`src/rtl/controlador_contador_if.sv`:
```
// Button/mode inputs and step/status outputs of the counter controller.
// The bench (master) drives the raw buttons and mode bits; the controller (slave) answers.
interface controlador_contador_if;
    logic       BTN_UP;
    logic       BTN_DOWN;
    logic       AUTO;
    logic       ERRO_ACK;
    logic       STEP_UP;
    logic       STEP_DOWN;
    logic       ERRO;
    logic [3:0] VALOR;
    logic [1:0] MODO;

    modport master (
        output BTN_UP, BTN_DOWN, AUTO, ERRO_ACK,
        input  STEP_UP, STEP_DOWN, ERRO, VALOR, MODO
    );

    modport slave (
        input  BTN_UP, BTN_DOWN, AUTO, ERRO_ACK,
        output STEP_UP, STEP_DOWN, ERRO, VALOR, MODO
    );
endinterface

```
`src/rtl/controlador_contador.sv`:
```
// Counter controller: debounced up/down buttons in manual mode, a timed 0..MAX_VAL
// sweep in auto mode, and an error state entered on conflicting button presses.
module controlador_contador #(
    parameter int DEB_CICLOS = 4,
    parameter int TICK_DIV   = 10,
    parameter int MAX_VAL    = 8
) (
    input  logic                   clock_inicial,
    input  logic                   RESET,
    controlador_contador_if.slave  bus
);

    typedef enum logic [1:0] {
        MANUAL    = 2'b00,
        AUTO_UP   = 2'b01,
        AUTO_DOWN = 2'b10,
        ERRO_ST   = 2'b11
    } estado_t;

    localparam int              DW       = (DEB_CICLOS > 1) ? $clog2(DEB_CICLOS) : 1;
    localparam int              TW       = (TICK_DIV > 1) ? $clog2(TICK_DIV) : 1;
    localparam logic [DW-1:0]   DEB_FIM  = DW'(DEB_CICLOS - 1);
    localparam logic [TW-1:0]   TICK_FIM = TW'(TICK_DIV - 1);
    localparam logic [3:0]      VAL_MAX  = 4'(MAX_VAL);

    // Index 0 = up button, index 1 = down button.
    logic [1:0]    btn_raw, sinc1, sinc2, deb, deb_ant, req;
    logic [DW-1:0] deb_cnt [2];

    estado_t       estado, estado_prox;
    logic [3:0]    valor, valor_prox, valor_auto;
    logic [TW-1:0] tick, tick_prox;
    logic          step_up, step_down, erro;
    logic          step_up_prox, step_down_prox;
    logic          req_up, req_down, nivel_up, nivel_down;
    logic          conflito, tick_fim, auto_sobe, erro_sai;

    assign btn_raw = {bus.BTN_DOWN, bus.BTN_UP};

    always_ff @(posedge clock_inicial) begin
        if (RESET) begin
            sinc1   <= '0;
            sinc2   <= '0;
            deb     <= '0;
            deb_ant <= '0;
            req     <= '0;
            for (int unsigned i = 0; i < 2; i++) deb_cnt[i] <= '0;
        end else begin
            sinc1   <= btn_raw;
            sinc2   <= sinc1;
            deb_ant <= deb;
            req     <= deb & ~deb_ant;
            for (int unsigned i = 0; i < 2; i++) begin
                if (sinc2[i] != deb[i]) begin
                    if (deb_cnt[i] == DEB_FIM) begin
                        deb[i]     <= sinc2[i];
                        deb_cnt[i] <= '0;
                    end else begin
                        deb_cnt[i] <= deb_cnt[i] + DW'(1);
                    end
                end else begin
                    deb_cnt[i] <= '0;
                end
            end
        end
    end

    assign req_up     = req[0];
    assign req_down   = req[1];
    assign nivel_up   = deb[0];
    assign nivel_down = deb[1];
    assign conflito   = (req_up & req_down) | (req_up & nivel_down) | (req_down & nivel_up);
    assign tick_fim   = (tick == TICK_FIM);
    assign erro_sai   = bus.ERRO_ACK & ~nivel_up & ~nivel_down;

    // Auto direction follows the state, but never steps past either end of the range.
    assign auto_sobe  = (estado == AUTO_UP) ? (valor != VAL_MAX) : (valor == '0);
    assign valor_auto = auto_sobe ? valor + 4'd1 : valor - 4'd1;

    always_ff @(posedge clock_inicial) begin
        if (RESET) begin
            estado    <= MANUAL;
            valor     <= '0;
            tick      <= '0;
            step_up   <= 1'b0;
            step_down <= 1'b0;
            erro      <= 1'b0;
        end else begin
            estado    <= estado_prox;
            valor     <= valor_prox;
            tick      <= tick_prox;
            step_up   <= step_up_prox;
            step_down <= step_down_prox;
            erro      <= (estado_prox == ERRO_ST);
        end
    end

    always_comb begin
        estado_prox = estado;
        case (estado)
            MANUAL: begin
                if (conflito)      estado_prox = ERRO_ST;
                else if (bus.AUTO) estado_prox = AUTO_UP;
            end
            AUTO_UP, AUTO_DOWN: begin
                if (conflito)       estado_prox = ERRO_ST;
                else if (!bus.AUTO) estado_prox = MANUAL;
                else if (tick_fim) begin
                    if (auto_sobe) estado_prox = (valor_auto == VAL_MAX) ? AUTO_DOWN : AUTO_UP;
                    else           estado_prox = (valor_auto == '0) ? AUTO_UP : AUTO_DOWN;
                end
            end
            ERRO_ST: begin
                if (erro_sai) estado_prox = MANUAL;
            end
            default: estado_prox = MANUAL;
        endcase
    end

    always_comb begin
        valor_prox     = valor;
        tick_prox      = tick;
        step_up_prox   = 1'b0;
        step_down_prox = 1'b0;
        case (estado)
            MANUAL: begin
                tick_prox = '0;
                if (!conflito && !bus.AUTO) begin
                    if (req_up) begin
                        step_up_prox = 1'b1;
                        valor_prox   = (valor == VAL_MAX) ? '0 : valor + 4'd1;
                    end else if (req_down) begin
                        step_down_prox = 1'b1;
                        valor_prox     = (valor == '0) ? VAL_MAX : valor - 4'd1;
                    end
                end
            end
            AUTO_UP, AUTO_DOWN: begin
                // Leaving auto mode still honours a step due on the same edge.
                if (!conflito) begin
                    if (tick_fim) begin
                        tick_prox      = '0;
                        valor_prox     = valor_auto;
                        step_up_prox   = auto_sobe;
                        step_down_prox = ~auto_sobe;
                    end else begin
                        tick_prox = tick + TW'(1);
                    end
                    if (!bus.AUTO) tick_prox = '0;
                end
            end
            ERRO_ST: begin
                if (erro_sai) begin
                    valor_prox     = '0;
                    step_down_prox = (valor != '0);
                end
            end
            default: ;
        endcase
    end

    assign bus.STEP_UP   = step_up;
    assign bus.STEP_DOWN = step_down;
    assign bus.ERRO      = erro;
    assign bus.VALOR     = valor;
    assign bus.MODO      = estado;

endmodule

```
`src/flat_wrapper.sv`:
```
// flat-port wrapper written by rule: the top's interface ports become plain ports
module controlador_contador_flat 
#(
    parameter int DEB_CICLOS = 4,
    parameter int TICK_DIV   = 10,
    parameter int MAX_VAL    = 8
)
  (clock_inicial, RESET, bus_BTN_UP, bus_BTN_DOWN, bus_AUTO, bus_ERRO_ACK, bus_STEP_UP, bus_STEP_DOWN, bus_ERRO, bus_VALOR, bus_MODO);
  controlador_contador_if bus_i ();
  input  logic clock_inicial;
  input  logic RESET;
  input wire logic [$bits(bus_i.BTN_UP)-1:0] bus_BTN_UP;
  input wire logic [$bits(bus_i.BTN_DOWN)-1:0] bus_BTN_DOWN;
  input wire logic [$bits(bus_i.AUTO)-1:0] bus_AUTO;
  input wire logic [$bits(bus_i.ERRO_ACK)-1:0] bus_ERRO_ACK;
  output wire logic [$bits(bus_i.STEP_UP)-1:0] bus_STEP_UP;
  output wire logic [$bits(bus_i.STEP_DOWN)-1:0] bus_STEP_DOWN;
  output wire logic [$bits(bus_i.ERRO)-1:0] bus_ERRO;
  output wire logic [$bits(bus_i.VALOR)-1:0] bus_VALOR;
  output wire logic [$bits(bus_i.MODO)-1:0] bus_MODO;
  assign bus_i.BTN_UP = bus_BTN_UP;
  assign bus_i.BTN_DOWN = bus_BTN_DOWN;
  assign bus_i.AUTO = bus_AUTO;
  assign bus_i.ERRO_ACK = bus_ERRO_ACK;
  assign bus_STEP_UP = bus_i.STEP_UP;
  assign bus_STEP_DOWN = bus_i.STEP_DOWN;
  assign bus_ERRO = bus_i.ERRO;
  assign bus_VALOR = bus_i.VALOR;
  assign bus_MODO = bus_i.MODO;
  controlador_contador #(.DEB_CICLOS(DEB_CICLOS), .TICK_DIV(TICK_DIV), .MAX_VAL(MAX_VAL)) u_core (.clock_inicial(clock_inicial), .RESET(RESET), .bus(bus_i));
endmodule
```
`config.mk`:
```
export PLATFORM = sky130hd
export DESIGN_NAME = controlador_contador_flat
export DESIGN_NICKNAME = d
export VERILOG_FILES = /design/src/rtl/controlador_contador_if.sv /design/src/rtl/controlador_contador.sv /design/src/flat_wrapper.sv
export SDC_FILE = /design/constraint.sdc
export NUM_CORES = 1
export LEC_CHECK = 0
export ABC_CLOCK_PERIOD_IN_PS = 6100
export CAP_MARGIN = 20
export CORE_MARGIN = 2
export CORE_UTILIZATION = 40
export DETAILED_ROUTE_END_ITERATION = 8
export HOLD_SLACK_MARGIN = 0.05
export PLACE_DENSITY = 0.66
export SYNTH_ARGS = -nofsm -noshare
export SYNTH_HDL_FRONTEND = slang
export SYNTH_SLANG_ARGS = --single-unit
```
`constraint.sdc`:
```
create_clock -name clock_inicial -period 6.1 [get_ports clock_inicial]
set_input_delay 0.915 -clock clock_inicial [delete_from_list [all_inputs] [get_ports clock_inicial]]
set_output_delay 0.915 -clock clock_inicial [all_outputs]
set_load 0.01 [all_outputs]
```
==> flow_summary_export.csv <==
group,metric,value,unit
setup_path,reg2reg_to,"u_core.bus.MODO[0]",
floorplan,start_util,0.4097,
cts,cts_buffers,3,
setup_path,worst-r2r-setup-slack,3.61,ns
cts,holdBufCountCts,0,
sta,final.setup.tns,0,ns
sta,fin_crit_sh,0.4127,
place,gp_congestion,0.8448,
synthesis,synth-seq-cells,27,
synthesis,synth_area_per_cell,8.369,µm²
grt,antenna_found_initial,0,
setup_path,reg2reg_from,"u_core.bus.VALOR[0]",
finish,multi_input_area,963.4,µm²
grt,grt_use_total,0.1435,
finish,fillers,378,
min_path,hold_start,"u_core.deb_ant[0]",
min_path,hold_path.class,"register to register",
setup_path,rr_worst_depth,8,
grt,grt_start_max_net_pins,21,
setup_path,cp_top_family,"flip-flops",
synthesis,yosysSeqAreaShare,0.3594,
route,post_drt_wl_per_cell,11.98,µm
grt,grt_pass1_wl,5.112,mm
setup_path,crit_path_start_kind,"register",
setup_path,path_cells,"clkdlybuf4s50_1",
min_path,min_path_cells,1,
setup_path,criticalPathCategory,"register to output pin",
floorplan,std_cell_rows,23,
finish,post-route-util,0.4630,
floorplan,fp.dieH,67.55,µm
grt,grt_overflow,0,
sta,rsz0062_at_grt,"false",
floorplan,dieArea,4562,µm²
route,viasPerCell,5.292,
setup_path,crit_path_top_delay_cell,"dfxtp_1",
synthesis,ys_types,49,
floorplan,io_pins,15,
sta,slew_viol_final,0,
route,dr_total_vias,1339,
sta,worst_pin_slew,0.6789,ns
route,first_iter_violations,91,
sta,slew_headroom,0.5460,
cts,cts_setup_buffers,0,
finish,regArea,580.6,µm²
place,port_buffers,14,
power_and_ir_drop,static-leakage-power,0.6613,nW
synthesis,synth_top_area_share,0.2851,
cts,clk_path_buf_depth,2,
setup_path,path_buf_inv,1,
cts,clock-sinks,27,
setup_path,timing.critical_path.slowest_cell_delay,0.70,ns
route,drc,0,
finish,layout.nets,219,
finish,syn2layout_area_growth,13.01,%
floorplan,die_w,67.55,µm
job,max_cap_violations,0,
setup_path,cp.depth,1,
cts,cts_max_level,1,
cts,clk_latency,0.27,ns
run_status,status,"complete, no violations",
cts,cts_tree,"done",
finish,drive_above_1_share,0.05911,
sta,hold_viol_final,0,
setup_path,critPathCaptureType,"output pin",
synthesis,async_reset_ff_frac,0,
cts,clockRootBuffer,"clkbuf_8",
synthesis,netlist_area,1615,µm²
floorplan,fp.coreArea,3943,µm²
min_path,worstHoldEndpoint,"u_core.req[0]",
synthesis,syn_inst,193,
route,first_pass_iters,6,
cts,post_cts_resize_count,0,
synthesis,ys.flop_type,"dfxtp_1",
finish,diodes,0,
setup_path,critical_path.max_fanout,16,
route,antenna_left,0,
power_and_ir_drop,ir_drop,0.0002174,V
setup_path,critPathRequiredTime,5.18,ns
route,drt_wl_total,3.030,mm
sta,fin_crit,2.518,ns
synthesis,ys_top_cells_by_area,"dfxtp_1 29%, edfxtp_1 7.4%, ha_1 7.0%",
grt,grt_pass1_vias,1127,
sta,fmax,397.2,MHz
setup_path,arrival,1.60,ns
sta,worst_clock_skew,0.008171,ns
sta,setup_viol,0,
synthesis,ys_warn_count,0,
synthesis,synth_edf_count,4,
power_and_ir_drop,power_density,402.1,nW/µm²
synthesis,yosysTopAreaCell,"dfxtp_1",
cts,clk_pin_slew,0.08,ns
place,dp_hpwl,2.209,mm
metal layers:
metal | wire length (µm) | global-route usage
met1 | 1521 | 0.2018
met2 | 1371 | 0.2243
met3 | 117 | 0.03500
met4 | 19 | 0.02551
met5 | 0 | 0
flip-flops by register name (all words and copies together), names as in the netlist:
| signal | flops |
|---|---|
| u_core.bus.VALOR | 4 |
| u_core.bus.STEP_UP | 1 |
| u_core.bus.MODO | 2 |
| u_core.deb_ant | 2 |
| u_core.deb_cnt | 4 |
| u_core.tick | 4 |
| u_core.deb | 2 |
| u_core.req | 2 |
| u_core.bus.ERRO | 1 |
| u_core.bus.STEP_DOWN | 1 |
| u_core.sinc2 | 2 |
| u_core.sinc1 | 2 |
power by group:
| part | total, W | leakage, nW | switching, W | internal, W |
|---|---|---|---|---|
| logic | 0.000388 | 0.410 | 0.000218 | 0.000170 |
| clock network | 0.0000958 | 0.0228 | 0.0000492 | 0.0000466 |
| registers | 0.000250 | 0.229 | 0.0000459 | 0.000204 |
worst max-delay path by stage:
stage,startpoint,endpoint,slack [ns]
final,u_core.bus.VALOR[3],bus_VALOR[3],3.58
after detailed placement,RESET,u_core.bus.ERRO,3.47
after global routing,u_core.bus.VALOR[0],u_core.bus.MODO[0],3.31
after CTS,u_core.bus.VALOR[3],bus_VALOR[3],3.57
after global placement,RESET,u_core.bus.ERRO,3.49
after floorplan,u_core.bus.VALOR[0],u_core.bus.MODO[0],3.94
area by class of cell:
type,count,area share
Timing Repair Buffer,14,0.07676
Tap cell,50,0.03427
Inverter,9,0.01851
Sequential cell,27,0.3180
Clock buffer,4,0.02467
Multi-Input combinational cell,149,0.5278
cells in the mapped netlist (3+ instances only):
master,instances
o21ai_0,9
nor2b_1,14
nor2_1,30
clkbuf_1,4
buf_2,6
mux2i_1,3
edfxtp_1,4
nand3_1,3
nor3_1,4
ha_1,9
a21o_1,3
xnor2_1,5
a21oi_1,9
inv_1,9
dfxtp_1,23
or3_1,3
a311oi_1,3
nand2_1,11
a211oi_1,3
stage by stage:
stage	power, W	instances	hold slack [ns]	setup WS, ns	area (µm²)
floorplan	0.0005465	196	0.3674	3.939	1627
global placement	0.0006376	249	0.3709	3.491	1780
detailed placement	0.0006400	249	0.3723	3.465	1780
CTS	0.0007385	253	0.3872	3.571	1826
global route	0.0007964	253	0.4025	3.311	1826
finish	0.0007341	253	0.3840	3.582	1826
cell families after synthesis:
family,after synthesis,share of synthesized area
other cells,1,0.002322
xor+xnor,7,0.03796
fa+ha+maj,9,0.06971
buf+inv,20,0.05112
compound gates,47,0.2014
simple gates,78,0.2525
mux,4,0.02556
flops,27,0.3594
cell usage in the layout (no fill, tap or decap), drive strengths merged, types with 2 or more instances in the layout:
master,count
nor2,31
dfxtp,23
nor2b,14
clkdlybuf4s50,14
nand2,11
a21oi,10
inv,9
o21ai,9
ha,9
xnor2,5
nor3,4
edfxtp,4
conb,4
a211oi,4
clkbuf,4
nand3,3
or3,3
a21o,3
mux2i,3
a311oi,3
nand2b,2
nor3b,2
a22oi,2
o311ai,2
o211ai,2
a31oi,2
o31ai,2
xor2,2
or2,2
Note: power is estimated with default switching activity, not from simulation.
